**src/rtl/rvm_shift_arb_if.sv**
```systemverilog
// rvm_shift_arb_if -- bundle of every handshake/data signal around the
// shift arbiter: two requester request channels, two response channels and
// the link to the shared shifter.
//
//   req0/1_valid, req0/1_op[1:0], req0/1_lhs[31:0], req0/1_rhs[4:0] : request in
//   req0/1_ready                                                     : request accepted
//   rsp0/1_valid, rsp0/1_result[31:0]                                : response out
//   rsp0/1_ready                                                     : response taken
//   sh_op[1:0], sh_lhs[31:0], sh_rhs[4:0]                            : to shifter
//   sh_valid, sh_result[31:0]                                        : from shifter
//
// Modport "slave" is the arbiter's view; "master" is the view of the
// environment (requesters plus shifter).
interface rvm_shift_arb_if;
  logic        req0_valid;
  logic        req0_ready;
  logic [1:0]  req0_op;
  logic [31:0] req0_lhs;
  logic [4:0]  req0_rhs;
  logic        rsp0_valid;
  logic        rsp0_ready;
  logic [31:0] rsp0_result;

  logic        req1_valid;
  logic        req1_ready;
  logic [1:0]  req1_op;
  logic [31:0] req1_lhs;
  logic [4:0]  req1_rhs;
  logic        rsp1_valid;
  logic        rsp1_ready;
  logic [31:0] rsp1_result;

  logic [1:0]  sh_op;
  logic [31:0] sh_lhs;
  logic [4:0]  sh_rhs;
  logic        sh_valid;
  logic [31:0] sh_result;

  modport slave (
    input  req0_valid, req0_op, req0_lhs, req0_rhs, rsp0_ready,
    input  req1_valid, req1_op, req1_lhs, req1_rhs, rsp1_ready,
    input  sh_valid, sh_result,
    output req0_ready, rsp0_valid, rsp0_result,
    output req1_ready, rsp1_valid, rsp1_result,
    output sh_op, sh_lhs, sh_rhs
  );

  modport master (
    output req0_valid, req0_op, req0_lhs, req0_rhs, rsp0_ready,
    output req1_valid, req1_op, req1_lhs, req1_rhs, rsp1_ready,
    output sh_valid, sh_result,
    input  req0_ready, rsp0_valid, rsp0_result,
    input  req1_ready, rsp1_valid, rsp1_result,
    input  sh_op, sh_lhs, sh_rhs
  );
endinterface

```
**src/rtl/rvm_shift_arb.sv**
```systemverilog
// rvm_shift_arb -- arbitrates two requesters onto one shared shifter, with
// exactly one transaction in flight (IDLE -> ISSUE -> RESP -> IDLE).
//
//   g_clk    : single clock, rising edge
//   g_resetn : asynchronous active-low reset
//   bus      : rvm_shift_arb_if.slave (request/response channels of both
//              requesters and the shared-shifter link)
//
// A grant is made in IDLE (reqN_ready high combinationally for the winner
// only), operands are presented to the shifter for exactly the ISSUE cycle,
// and the result is held in RESP until the granted requester takes it. When
// both requesters are valid the priority pointer decides; it flips to the
// non-granted requester at every completed response, so contention
// alternates.
module rvm_shift_arb (
  input  logic           g_clk,
  input  logic           g_resetn,
  rvm_shift_arb_if.slave bus
);

  typedef enum logic [1:0] {
    IDLE  = 2'd0,
    ISSUE = 2'd1,
    RESP  = 2'd2
  } state_t;

  localparam logic [1:0] OP_NOP = 2'b00;

  state_t      state;
  logic        prio;
  logic        grant_id;
  logic [1:0]  op_q;
  logic [31:0] lhs_q;
  logic [4:0]  rhs_q;
  logic [31:0] result_q;
  logic        rsp0_valid_q;
  logic        rsp1_valid_q;

  logic pick0;
  logic pick1;
  logic take;

  // pick0/pick1 are mutually exclusive: with both valid, prio breaks the tie.
  always_comb begin
    pick0 = bus.req0_valid && (!bus.req1_valid || !prio);
    pick1 = bus.req1_valid && (!bus.req0_valid ||  prio);
    take  = grant_id ? bus.rsp1_ready : bus.rsp0_ready;
  end

  // Ready is gated by g_resetn so no request can appear accepted while the
  // block is held in reset.
  assign bus.req0_ready = g_resetn && (state == IDLE) && pick0;
  assign bus.req1_ready = g_resetn && (state == IDLE) && pick1;

  // Operand isolation: the shifter only sees operands during ISSUE.
  assign bus.sh_op  = (state == ISSUE) ? op_q  : 2'b00;
  assign bus.sh_lhs = (state == ISSUE) ? lhs_q : 32'h0;
  assign bus.sh_rhs = (state == ISSUE) ? rhs_q : 5'h0;

  assign bus.rsp0_valid  = rsp0_valid_q;
  assign bus.rsp1_valid  = rsp1_valid_q;
  assign bus.rsp0_result = rsp0_valid_q ? result_q : 32'h0;
  assign bus.rsp1_result = rsp1_valid_q ? result_q : 32'h0;

  always_ff @(posedge g_clk or negedge g_resetn) begin
    if (!g_resetn) begin
      state        <= IDLE;
      prio         <= 1'b0;
      grant_id     <= 1'b0;
      op_q         <= 2'b00;
      lhs_q        <= 32'h0;
      rhs_q        <= 5'h0;
      result_q     <= 32'h0;
      rsp0_valid_q <= 1'b0;
      rsp1_valid_q <= 1'b0;
    end else begin
      case (state)
        IDLE: begin
          if (pick0 || pick1) begin
            grant_id <= pick1;
            op_q     <= pick1 ? bus.req1_op  : bus.req0_op;
            lhs_q    <= pick1 ? bus.req1_lhs : bus.req0_lhs;
            rhs_q    <= pick1 ? bus.req1_rhs : bus.req0_rhs;
            state    <= ISSUE;
          end
        end

        ISSUE: begin
          // A NOP always completes with zero, whatever the shifter reports.
          result_q     <= (bus.sh_valid && (op_q != OP_NOP)) ? bus.sh_result : 32'h0;
          rsp0_valid_q <= !grant_id;
          rsp1_valid_q <=  grant_id;
          state        <= RESP;
        end

        RESP: begin
          if (take) begin
            rsp0_valid_q <= 1'b0;
            rsp1_valid_q <= 1'b0;
            result_q     <= 32'h0;
            prio         <= !grant_id;
            state        <= IDLE;
          end
        end

        default: begin
          state <= IDLE;
        end
      endcase
    end
  end

endmodule

```
**src/flat_wrapper.sv**
```systemverilog
// flat-port wrapper written by rule: the top's interface ports become plain ports
module rvm_shift_arb_flat 
  (g_clk, g_resetn, bus_req0_valid, bus_req0_op, bus_req0_lhs, bus_req0_rhs, bus_rsp0_ready, bus_req1_valid, bus_req1_op, bus_req1_lhs, bus_req1_rhs, bus_rsp1_ready, bus_sh_valid, bus_sh_result, bus_req0_ready, bus_rsp0_valid, bus_rsp0_result, bus_req1_ready, bus_rsp1_valid, bus_rsp1_result, bus_sh_op, bus_sh_lhs, bus_sh_rhs);
  rvm_shift_arb_if bus_i ();
  input  logic g_clk;
  input  logic g_resetn;
  input wire logic [$bits(bus_i.req0_valid)-1:0] bus_req0_valid;
  input wire logic [$bits(bus_i.req0_op)-1:0] bus_req0_op;
  input wire logic [$bits(bus_i.req0_lhs)-1:0] bus_req0_lhs;
  input wire logic [$bits(bus_i.req0_rhs)-1:0] bus_req0_rhs;
  input wire logic [$bits(bus_i.rsp0_ready)-1:0] bus_rsp0_ready;
  input wire logic [$bits(bus_i.req1_valid)-1:0] bus_req1_valid;
  input wire logic [$bits(bus_i.req1_op)-1:0] bus_req1_op;
  input wire logic [$bits(bus_i.req1_lhs)-1:0] bus_req1_lhs;
  input wire logic [$bits(bus_i.req1_rhs)-1:0] bus_req1_rhs;
  input wire logic [$bits(bus_i.rsp1_ready)-1:0] bus_rsp1_ready;
  input wire logic [$bits(bus_i.sh_valid)-1:0] bus_sh_valid;
  input wire logic [$bits(bus_i.sh_result)-1:0] bus_sh_result;
  output wire logic [$bits(bus_i.req0_ready)-1:0] bus_req0_ready;
  output wire logic [$bits(bus_i.rsp0_valid)-1:0] bus_rsp0_valid;
  output wire logic [$bits(bus_i.rsp0_result)-1:0] bus_rsp0_result;
  output wire logic [$bits(bus_i.req1_ready)-1:0] bus_req1_ready;
  output wire logic [$bits(bus_i.rsp1_valid)-1:0] bus_rsp1_valid;
  output wire logic [$bits(bus_i.rsp1_result)-1:0] bus_rsp1_result;
  output wire logic [$bits(bus_i.sh_op)-1:0] bus_sh_op;
  output wire logic [$bits(bus_i.sh_lhs)-1:0] bus_sh_lhs;
  output wire logic [$bits(bus_i.sh_rhs)-1:0] bus_sh_rhs;
  assign bus_i.req0_valid = bus_req0_valid;
  assign bus_i.req0_op = bus_req0_op;
  assign bus_i.req0_lhs = bus_req0_lhs;
  assign bus_i.req0_rhs = bus_req0_rhs;
  assign bus_i.rsp0_ready = bus_rsp0_ready;
  assign bus_i.req1_valid = bus_req1_valid;
  assign bus_i.req1_op = bus_req1_op;
  assign bus_i.req1_lhs = bus_req1_lhs;
  assign bus_i.req1_rhs = bus_req1_rhs;
  assign bus_i.rsp1_ready = bus_rsp1_ready;
  assign bus_i.sh_valid = bus_sh_valid;
  assign bus_i.sh_result = bus_sh_result;
  assign bus_req0_ready = bus_i.req0_ready;
  assign bus_rsp0_valid = bus_i.rsp0_valid;
  assign bus_rsp0_result = bus_i.rsp0_result;
  assign bus_req1_ready = bus_i.req1_ready;
  assign bus_rsp1_valid = bus_i.rsp1_valid;
  assign bus_rsp1_result = bus_i.rsp1_result;
  assign bus_sh_op = bus_i.sh_op;
  assign bus_sh_lhs = bus_i.sh_lhs;
  assign bus_sh_rhs = bus_i.sh_rhs;
  rvm_shift_arb u_core (.g_clk(g_clk), .g_resetn(g_resetn), .bus(bus_i));
endmodule
```
**config.mk**
```make
export PLATFORM = sky130hd
export DESIGN_NAME = rvm_shift_arb_flat
export DESIGN_NICKNAME = d
export VERILOG_FILES = /design/src/rtl/rvm_shift_arb_if.sv /design/src/rtl/rvm_shift_arb.sv /design/src/flat_wrapper.sv
export SDC_FILE = /design/constraint.sdc
export NUM_CORES = 1
export LEC_CHECK = 0
export CAP_MARGIN = 20
export CORE_UTILIZATION = 39
export CTS_CLUSTER_DIAMETER = 60
export DETAILED_ROUTE_END_ITERATION = 8
export PLACE_DENSITY = 0.83
export SKIP_CTS_REPAIR_TIMING = 1
export SLEW_MARGIN = 20
export SYNTH_ARGS = -nofsm -noshare
export SYNTH_HDL_FRONTEND = slang
export SYNTH_SLANG_ARGS = --single-unit
```
**constraint.sdc**
```tcl
create_clock -name g_clk -period 1.7 [get_ports g_clk]
set_clock_uncertainty 0.05 [all_clocks]
set_input_delay 0.34 -clock g_clk [delete_from_list [all_inputs] [get_ports g_clk]]
set_output_delay 0.34 -clock g_clk [all_outputs]
set_load 0.1 [all_outputs]
```
# Yosys cells after proc, flatten, opt, wreduce, memory -nomap -nowiden
# Index checks and enable logic that the tools add are counted.
[word_totals]
elab_cells = 51
regBits = 77
[classes]
n_eq_ne = 4
reduce_logical = 20
mux = 18
[ops]
columns = ["operator", "n"]
rows = [
  ["32-bit 2-to-1 mux", 6],
  ["32-bit case mux with 2 select lines", 1],
  ["5-bit 2-to-1 mux", 2],
  ["2-bit 2-to-1 mux", 4],
  ["2-bit AND reduction", 4],
  ["1-bit logical AND", 6],
  ["2-bit case mux with 3 select lines", 1],
  ["1-bit zero test", 4],
  ["1-bit case mux with 2 select lines", 2],
  ["2-bit nonzero test", 2],
  ["1-bit logical OR", 3],
  ["2-bit by 1-bit == test with 1-bit output (second input constant)", 1],
  ["2-bit == test (second input constant)", 1],
  ["2-bit zero test", 1],
  ["1-bit 2-to-1 mux", 2],
  ["2-bit by 1-bit inequality test with 1-bit output (second input constant)", 1],
  ["2-bit inequality test (second input constant)", 1],
]

# Longest topological paths before layout
# Gate-level depths: netlist of run 1.
[logic_depth]
ltp_word = 6
ltp_mapped = 7

# Least setup slack after synthesis of run 1
# OpenSTA, ideal clock, no wires.
[synth_timing]
path_type = "reg2out"
start = "register u_core.state[0]"
end = "output bus_req0_ready"
n_path_buf = 1
stages_incl_launch_ff = 5
slack_ps = -1145
arrival_time_ps = 2455
t_required_ps = 1310
cell_sequence = "dfrtp_1 nor2_1 buf_2 nand3_1 a21oi_1"
[synth_between]
elab_chain_cells = 3
[synth_lines]
columns = ["element", "line_no", "rtl"]
rows = [
  ["from (decl)", "rvm_shift_arb.sv:29", "state_t state;"],
  ["from (signal assigned)", "rvm_shift_arb.sv:67", "state <= IDLE;"],
  ["from (signal assigned)", "rvm_shift_arb.sv:84", "state <= ISSUE;"],
  ["from (signal assigned)", "rvm_shift_arb.sv:93", "state <= RESP;"],
  ["2-bit zero test", "rvm_shift_arb.sv:52", "assign bus.req0_ready = g_resetn && (state == IDLE) && pick0;"],
  ["1-bit logical AND (2 in series)", "rvm_shift_arb.sv:52", ""],
  ["to (decl)", "flat_wrapper.sv:19", "output wire logic [$bits(bus_i.req0_ready)-1:0] bus_req0_ready;"],
]
# Every way passes these cells.

# Worst setup path after layout of run 1
[layout_timing]
start = "register u_core.state[1]"
end = "output bus_sh_lhs[14]"
[layout_between]
elab_chain_cells = 2
[layout_lines]
columns = ["element", "line_no", "rtl"]
rows = [
  ["2-bit by 1-bit == test with 1-bit output", "rvm_shift_arb.sv:57", "assign bus.sh_lhs = (state == ISSUE) ? lhs_q : 32'h0;"],
  ["32-bit 2-to-1 mux", "rvm_shift_arb.sv:57", ""],
  ["to (decl)", "flat_wrapper.sv:26", "output wire logic [$bits(bus_i.sh_lhs)-1:0] bus_sh_lhs;"],
]
# Every way passes these cells.

==> results of run 1 <==
==> synth_stat cells, drive strengths merged <==
| cell type | instances | area [sq um] |
|---|---|---|
| and2 | 103 | 644 |
| buf | 21 | 160 |
| nand2b | 3 | 18.8 |
| o21ai | 41 | 205 |
| o2bb2ai | 2 | 17.5 |
| nor2b | 2 | 12.5 |
| a31oi | 39 | 244 |
| nand2 | 2 | 10.0 |
| and3 | 1 | 6.26 |
| or2 | 1 | 6.26 |
| and2b | 1 | 7.51 |
| mux2 | 1 | 15.0 |
| a21oi | 42 | 221 |
| a22o | 34 | 298 |
| inv | 2 | 7.50 |
| clkbuf | 25 | 96.3 |
| dfrtp | 77 | 1930 |
| nand3 | 40 | 200 |
| nor2 | 3 | 11.3 |
==> metal layers <==
layer | GRT usage (%) | vias to the layer above | wire length, um
li1 | - | 2023 | -
met1 | 32.7 | 2234 | 6530
met2 | 47.4 | 296 | 8480
met3 | 7.30 | 41 | 1700
met4 | 8.75 | 0 | 471
met5 | 0 | - | 0
==> report_power, final <==
| group | internal [W] | leakage (nW) | switching (W) |
|---|---|---|---|
| Sequential | 0.00258 | 0.933 | 0.000613 |
| Clock | 0.000612 | 0.0877 | 0.000643 |
| Combinational | 0.00490 | 2.51 | 0.00739 |
| Total | 0.00809 | 3.53 | 0.00864 |
==> kinds of logic (layout without fill, tap and decap cells) <==
kind of cell | Yosys count | in the layout | synth area share (%)
AOI/OAI and AO/OA | 158 | 158 | 24.0
muxes | 1 | 1 | 0.365
buffers and inverters | 48 | 281 | 6.42
and+or+nand+nor | 156 | 156 | 22.3
DFF | 77 | 77 | 46.9
==> cells in the final DEF (no fill, tap or decap), types with 2 or more instances in the layout <==
master           count
clkdlybuf4s50_1    113
a22o_1              34
buf_4               22
nand3_1             39
clkbuf_16            8
clkbuf_8            11
buf_12             115
a21oi_1             40
clkbuf_1             4
and2_2              18
dfrtp_1             75
o21ai_0             41
a21oi_4              2
nand2b_1             3
buf_6                2
nor2_2               2
dlymetal6s2s_1       2
and2_4              85
a31oi_1             39
o2bb2ai_1            2
==> worst max-delay path by stage <==
stage | startpoint | end | slack (ps) | cells past startpoint
finish | u_core.state[1] | bus_sh_lhs[14] | -290 | 4
global route | u_core.state[1] | bus_sh_lhs[21] | -340 | 4
CTS | u_core.state[0] | bus_sh_rhs[3] | -310 | 4
detailed placement | bus_req0_valid | bus_req1_ready | -210 | 5
global placement | bus_req0_valid | bus_req1_ready | -140 | 5
floorplan | u_core.bus.rsp0_valid | bus_rsp0_result[22] | -130 | 2
==> worst max-delay path: cells and delay by family, from the launching register on <==
family | cells | cell delay (ps)
DFF | 1 | 390
and+or+nand+nor | 2 | 510
buffers and inverters | 2 | 360
==> state kept, by name (all words and copies together) (netlist names) <==
register,count
u_core.bus.rsp0_valid,1
u_core.bus.rsp1_valid,1
u_core.grant_id,1
u_core.lhs_q,32
u_core.op_q,2
u_core.prio,1
u_core.result_q,32
u_core.rhs_q,5
u_core.state,2
==> layout make-up <==
cell class              instances  area [sq um]
clock buffers                  15           166
flip-flops and latches         77          1930
clock inverters                 1          5.00
well taps                     136           170
inverters                       2          7.51
fillers                       542          1940
repair buffers                263          3860
multi-input cells             315          2190
==> metrics by stage <==
stage | setup TNS (ps) | instances | utilization, %
after CTS | -21430 | 791 | 76.9
after detailed placement | -5780 | 775 | 75.3
after floorplan | -11430 | 440 | -
final | -15040 | 809 | 81.1
after global routing | -19740 | 809 | 81.1
after global placement | -1200 | 775 | 75.3
==> results.json, run 1 <==
{
  "status": "finished, violations left",
  "violations": "setup timing",
  "fin_ws_ps": -286,
  "postSynthAreaPerCell_sq_um": 9.34,
  "fin_crit_ps": 1990,
  "diodes": 0,
  "nets": 785,
  "viasPerCell": 5.68,
  "cts_tree": "built",
  "worst-path-max-fanout": 10,
  "cp_cell_sequence": "and2b_4, clkbuf_16, and2_2, buf_12",
  "clk_pin_slew_worst_paths_ps": 80,
  "clock_latency_ps": 340,
  "cts_max_level": 3,
  "hpwl_um": 11100,
  "drive_above_1_share_pct": 41.2,
  "worstPathArrival_ps": 1600,
  "grt_pass1_wl_um": 23800,
  "ant_nets": 0,
  "gp_congestion": 0.896,
  "postSynthCellCount": 440,
  "synthToLayoutAreaGrowth_pct": 103,
  "slowest_delay_ps": 390,
  "maxSlewViolCount": 0,
  "ys_ff_latch": 77,
  "p_per_area_nw_per_um2": 2010,
  "rows": 37,
  "start_kind": "flip-flop",
  "cts.path.max_buffers": 2,
  "cap_violations": 0,
  "cts_buffers": 9,
  "grt_pass1_vias": 4507,
  "cts_root_buf": "clkbuf_8",
  "timing_hold_violations_final": 0,
  "drtIter0Drc": 291,
  "ys_seq_area_share_pct": 46.9,
  "dr.pass1.iters": 5,
  "finalSetupViolations": 107,
  "grtUsageTotal_pct": 27.3,
  "r2r_cells": 8,
  "postLayoutCellArea_sq_um": 8330,
  "antenna_found_initial": 0,
  "synthesis.area_sq_um": 4110,
  "core_sq_um": 10300,
  "fp.dieW_um": 105,
  "die_h_um": 105,
  "cts.sinks": 77,
  "endpoint_kind": "primary output",
  "rrSetupSlack_ps": 130,
  "min_path_type": "primary input to async pin",
  "yosys_warnings": 0,
  "r2r_end": "u_core.lhs_q[11]",
  "fmax_ghz": 0.503,
  "grt_overflow": 0,
  "vias": 4594,
  "portBuffers": 223,
  "tightest_slew_ps": 409,
  "dpl_worst_slack_ps": -207,
  "fin_crit_sh_pct": 117,
  "crit_required_ps": 1310,
  "grt_max_degree": 78,
  "synthesis.nets": 557,
  "wl_um": 17200,
  "critPathKind": "flip-flop to primary output",
  "dieArea_sq_um": 11000,
  "placed_area_sq_um": 7730,
  "initial_core_util_pct": 40.0,
  "rsz0062_at_grt": "true",
  "critPathSlowestCell": "dfrtp_1",
  "reg2reg_from": "u_core.state[1]",
  "drcViolationCount": 0,
  "ir_drop_uv": 1470,
  "p_leak_nw": 3.53,
  "relSlewSlack_pct": 72.7,
  "whs_ps": 35.9,
  "wl_per_cell_um": 21.2,
  "synth.distinct_cells": 25,
  "io_pins": 224,
  "power.total_w": 0.0167
}
Power figures use the tool's default switching activity.
==> inputs of run 2 (changes only) <==
GPL_ROUTABILITY_DRIVEN = 0   (was not set)
==> results of run 2 <==
The final DEF is identical to that of run 1; final timing and power are the same.
==> inputs of run 3 (changes only) <==
CORE_MARGIN = 5   (was not set)
GPL_ROUTABILITY_DRIVEN = not set   (was 0)
==> results.json, run 3 (synthesis gave the netlist of run 1 again) <==
{
  "status": "finished, violations left",
  "violations": "hold timing, setup timing",
  "start_kind": "flip-flop",
  "timing_hold_violations_final": 7,
  "grtUsageTotal_pct": 24.3,
  "fin_ws_ps": -241,
  "swShare_pct": 50.6,
  "grt_pass1_wl_um": 24800,
  "ir_drop_uv": 1340,
  "power_frac_seq_pct": 18.9,
  "hpwl_um": 11800,
  "rrSetupSlack_ps": 80,
  "viasPerCell": 5.62,
  "finalSetupViolations": 107,
  "nets": 787,
  "drive_above_1_share_pct": 42.1,
  "synthToLayoutAreaGrowth_pct": 105,
  "relSlewSlack_pct": 71.3,
  "rows": 37,
  "cap_violations": 0,
  "wl_per_cell_um": 21.6,
  "antenna_found_initial": 0,
  "grt_max_degree": 78,
  "fin_crit_sh_pct": 114,
  "die_h_um": 113,
  "cts_buffers": 9,
  "p_per_area_nw_per_um2": 2020,
  "fp.dieW_um": 113,
  "p_comb_share_pct": 71.9,
  "gp_congestion": 0.838,
  "cts.path.max_buffers": 2,
  "ant_nets": 0,
  "clk_pin_slew_worst_paths_ps": 80,
  "r2r_cells": 6,
  "dieArea_sq_um": 12700,
  "critPathKind": "flip-flop to primary output",
  "endpoint_kind": "primary output",
  "cts_tree": "built",
  "dr.pass1.iters": 5,
  "internal-power_w": 0.00843,
  "reg2reg_from": "u_core.state[0]",
  "final_common_cell": "buf_12",
  "final_cell_mix": "buf_12, clkdlybuf4s50_1, and2_4",
  "final_util_pct": 81.7,
  "wl_um": 17600,
  "r2r_end": "u_core.result_q[21]",
  "drcViolationCount": 0,
  "worst-path-max-fanout": 19,
  "power_switching_w": 0.00863,
  "fmax_ghz": 0.515,
  "diodes": 0,
  "tns_ps": -13450,
  "n_fill_cell": 579,
  "crit_required_ps": 1310,
  "whs_ps": -7.88,
  "cts.sinks": 77,
  "cts_max_level": 3,
  "top_regs": "u_core.lhs_q (32), u_core.result_q (32), u_core.rhs_q (5)",
  "grt_pass1_vias": 4558,
  "min_path_type": "primary input to async pin",
  "p_leak_nw": 3.57,
  "core_sq_um": 10300,
  "vias": 4560,
  "cts_root_buf": "clkbuf_8",
  "clkPwrFrac_pct": 9.2,
  "clock_latency_ps": 330,
  "initial_core_util_pct": 39.8,
  "portBuffers": 223,
  "grt_overflow": 0,
  "fin_crit_ps": 1940,
  "drtIter0Drc": 274,
  "rsz0062_at_grt": "true",
  "maxSlewViolCount": 0,
  "worstPathArrival_ps": 1550,
  "tightest_slew_ps": 430,
  "io_pins": 224
}
==> run 3: cell types whose count changed in the layout (fill, tap and decap cells not counted), moves of 2 or more <==
cell	change
and2_4	+3
buf_12	+2
dfrtp_1	-2
bufinv_16	+2
and2_2	-3
clkbuf_1	-3
==> run 3: worst max path at each step <==
stage	start	end	slack, ps	depth (start not counted)
after global routing	u_core.state[1]	bus_sh_lhs[30]	-310	4
final	u_core.state[1]	bus_sh_lhs[5]	-240	4
after floorplan	u_core.bus.rsp0_valid	bus_rsp0_result[22]	-130	2
after detailed placement	bus_req0_valid	bus_req1_ready	-220	5
after global placement	bus_req0_valid	bus_req1_ready	-140	5
after CTS	u_core.state[0]	bus_sh_lhs[21]	-310	4
==> run 3: metal layers <==
metal | GRT usage, % | part of all wire [%]
met1 | 31.2 | 39
met2 | 40.2 | 48
met3 | 7.17 | 10
met4 | 6.33 | 2.2
met5 | 0 | 0
==> run 3: final cells by class <==
class / count / area, sq um / share of cell area, %
timing repair buffer: 265 / 3890 / 46.2
tap: 136 / 170 / 2.02
clock inverter: 4 / 70.1 / 0.831
multi-input combinational: 315 / 2200 / 26.0
inverter: 2 / 7.51 / 0.0890
clock buffer: 12 / 155 / 1.84
sequential: 77 / 1940 / 23.0
==> run 3: per-stage QoR <==
stage	worst slack (ps)	total power (W)	instances	cell area [sq um]
4_1_cts	-310	0.0159	793	7980
2_1_floorplan	-131	0.0101	440	4280
3_5_place_dp	-219	0.0143	777	7750
5_1_grt	-305	0.0177	811	8430
3_3_place_gp	-136	0.0140	777	7750
6_report	-241	0.0171	811	8430
==> run 3: power groups by stage <==
stage / sequential [W] / clock [W] / combinational (W)
after floorplan: 0.00308 / 0 / 0.00705
after detailed placement: 0.00326 / 0 / 0.0110
after global routing: 0.00331 / 0.00168 / 0.0127
final: 0.00322 / 0.00157 / 0.0123
after CTS: 0.00323 / 0.00159 / 0.0110
after global placement: 0.00316 / 0 / 0.0109
==> run 3: worst max-delay path, stage by stage (launching register included) <==
cell and delay [ps]:
dfrtp_1 380, and2b_4 330, buf_12 160, and2_2 180, buf_12 180
==> variant: new RTL, flow settings as in run 2 <==
Reset style: synchronous (`g_resetn`), changed in one clocked block. Comments in the files are not updated.
--- a/src/rtl/rvm_shift_arb.sv
+++ b/src/rtl/rvm_shift_arb.sv
@@ -63,5 +63,5 @@
   assign bus.rsp1_result = rsp1_valid_q ? result_q : 32'h0;
 
-  always_ff @(posedge g_clk or negedge g_resetn) begin
+  always_ff @(posedge g_clk) begin
     if (!g_resetn) begin
       state        <= IDLE;
Function: differs if g_resetn is asserted again (counterexample within 4 cycles, from zero or initial values and one cycle with g_resetn low); with g_resetn held inactive, the same outputs for 10 cycles.
==> variant against run 2 <==
The flow still finishes with violations (negative setup slack); area after synthesis up 0.52%; worst setup slack better by 0.15 ns; via count down 4.8%; global-route usage shrank 1.5 points; design area down 2.6%; register-to-register slack better by 0.04 ns; sequential cell count is the same; routed wire length fell by 14%; largest cell class unchanged; highest routed layer unchanged.
Power is left out: it rests on default switching activity, and per cell area and clock period it moved more than threefold.
==> variant: results <==
outcome:
  run_status: "finished, violations left"
  failed_checks: "negative setup slack"
critical_path:
  cp_max_fo: 27
  reg2reg_to: "u_core.result_q[24]"
  rr_startpoint: "u_core.grant_id"
  reg2reg_depth: 4
  data_arrival_time_of_the_critical_path_ns: 1.45
  r2r_setup_slack_ns: 0.17
drt:
  wl_per_cell_um: 18.55
  routed-wl-met2_mm: 7.448
  route.met3.wl_mm: 1.202
  post_drt_via_cell_ratio: 5.489
  drt_iter0_drcs: 128
  detailroute.via_count: 4375
  drt_first_pass_iters: 4
grt:
  globalRouteTotalUtil: 0.2577
  antenna_found_initial: 1
  grt_start_max_net_pins: 59
final_layout:
  clk_share: 0.02312
  n_multi_input_combinational_cell: 319
  antennaDiodeCount: 1
  finish.net_count: 774
  fill_cell_instance_count_of_the_final_layout: 638
  signal_buffers: 248
  drive_gt1_frac: 0.4061
  nClkBuffers: 10
  area_share_nonclk_buffers: 0.4447
sta:
  setup_viol: 41
  finalSetupTns_ns: -5.041
  final_critical_path_setup_slack_ns: -0.1400
  fin_worst_hold_slack_ns: 0.3197
  worst-slew-pin-transition_ns: 0.4505
yosys:
  synth_top_cells_by_area: "dfxtp_1 (37%), and2_1 (16%), o311a_1 (9.5%)"
  async_reset_ff_frac: 0
  total_of_warnings_raised_by_yosys: 0
  yosys.cell_types.count: 31
  yosysSeqAreaShare: 0.3732
  post_synth_most_frequent_cells: "and2_1 (103), dfxtp_1 (77), and3_1 (41)"
  postSynthNetCount: 568
place:
  dpl.cell_count: 777
  dp_hpwl_mm: 10.54
min_path:
  timing.hold.worst.class: "input port to register"
variant: cell count changes in the layout (fill, tap and decap cells not counted), sizes merged, moves of 7 or more:
cell / run 2 / this run
a31oi: 39 / 0
a21oi: 42 / 2
o21ai: 41 / 3
dfxtp: 0 / 77
a21boi: 0 / 39
and3: 1 / 41
dfrtp: 77 / 0
buf: 140 / 133
o21bai: 0 / 39
clkbuf: 23 / 10
nand3: 40 / 1
o311a: 0 / 39
variant: layer usage:
| metal | global-route usage | up-vias |
|---|---|---|
| li1 | - | 2051 |
| met1 | 0.2908 | 2109 |
| met2 | 0.4551 | 185 |
| met3 | 0.07424 | 30 |
| met4 | 0.1016 | 0 |
| met5 | 0 | - |
variant: kinds of logic (layout without fill, tap and decap cells):
group                  count (synthesis)  in the layout  synth area share
AOI/OAI and AO/OA                    158            158            0.3217
buffers and inverters                 55            264           0.05968
DFF                                   77             77            0.3732
muxes                                  3              3          0.009087
other                                  0              1                 0
and+or+nand+nor                      158            158            0.2363
variant: worst max-delay path, cell delays in order (launching register included):
cell     delay [ns]
dfxtp_4        0.37
nor2b_4        0.18
buf_12         0.20
and2_4         0.19
buf_12         0.17
variant: through the flow:
step / setup slack [ns] / instance area, µm²
after floorplan: -0.2351 / 4373
after detailed placement: -0.1604 / 7839
after global placement: -0.1435 / 7839
after global routing: -0.1950 / 8117
after CTS: -0.2084 / 8026
final: -0.1400 / 8117
variant: worst max-delay path by stage:
stage	from	slack [ns]	to
after global routing	u_core.state[0]	-0.19	bus_sh_lhs[2]
after global placement	bus_req0_valid	-0.14	bus_req1_ready
after CTS	u_core.state[0]	-0.21	bus_sh_lhs[2]
after floorplan	u_core.state[0]	-0.24	bus_req1_ready
after detailed placement	bus_rsp0_ready	-0.16	u_core.result_q[1]
final	u_core.state[0]	-0.14	bus_sh_lhs[9]
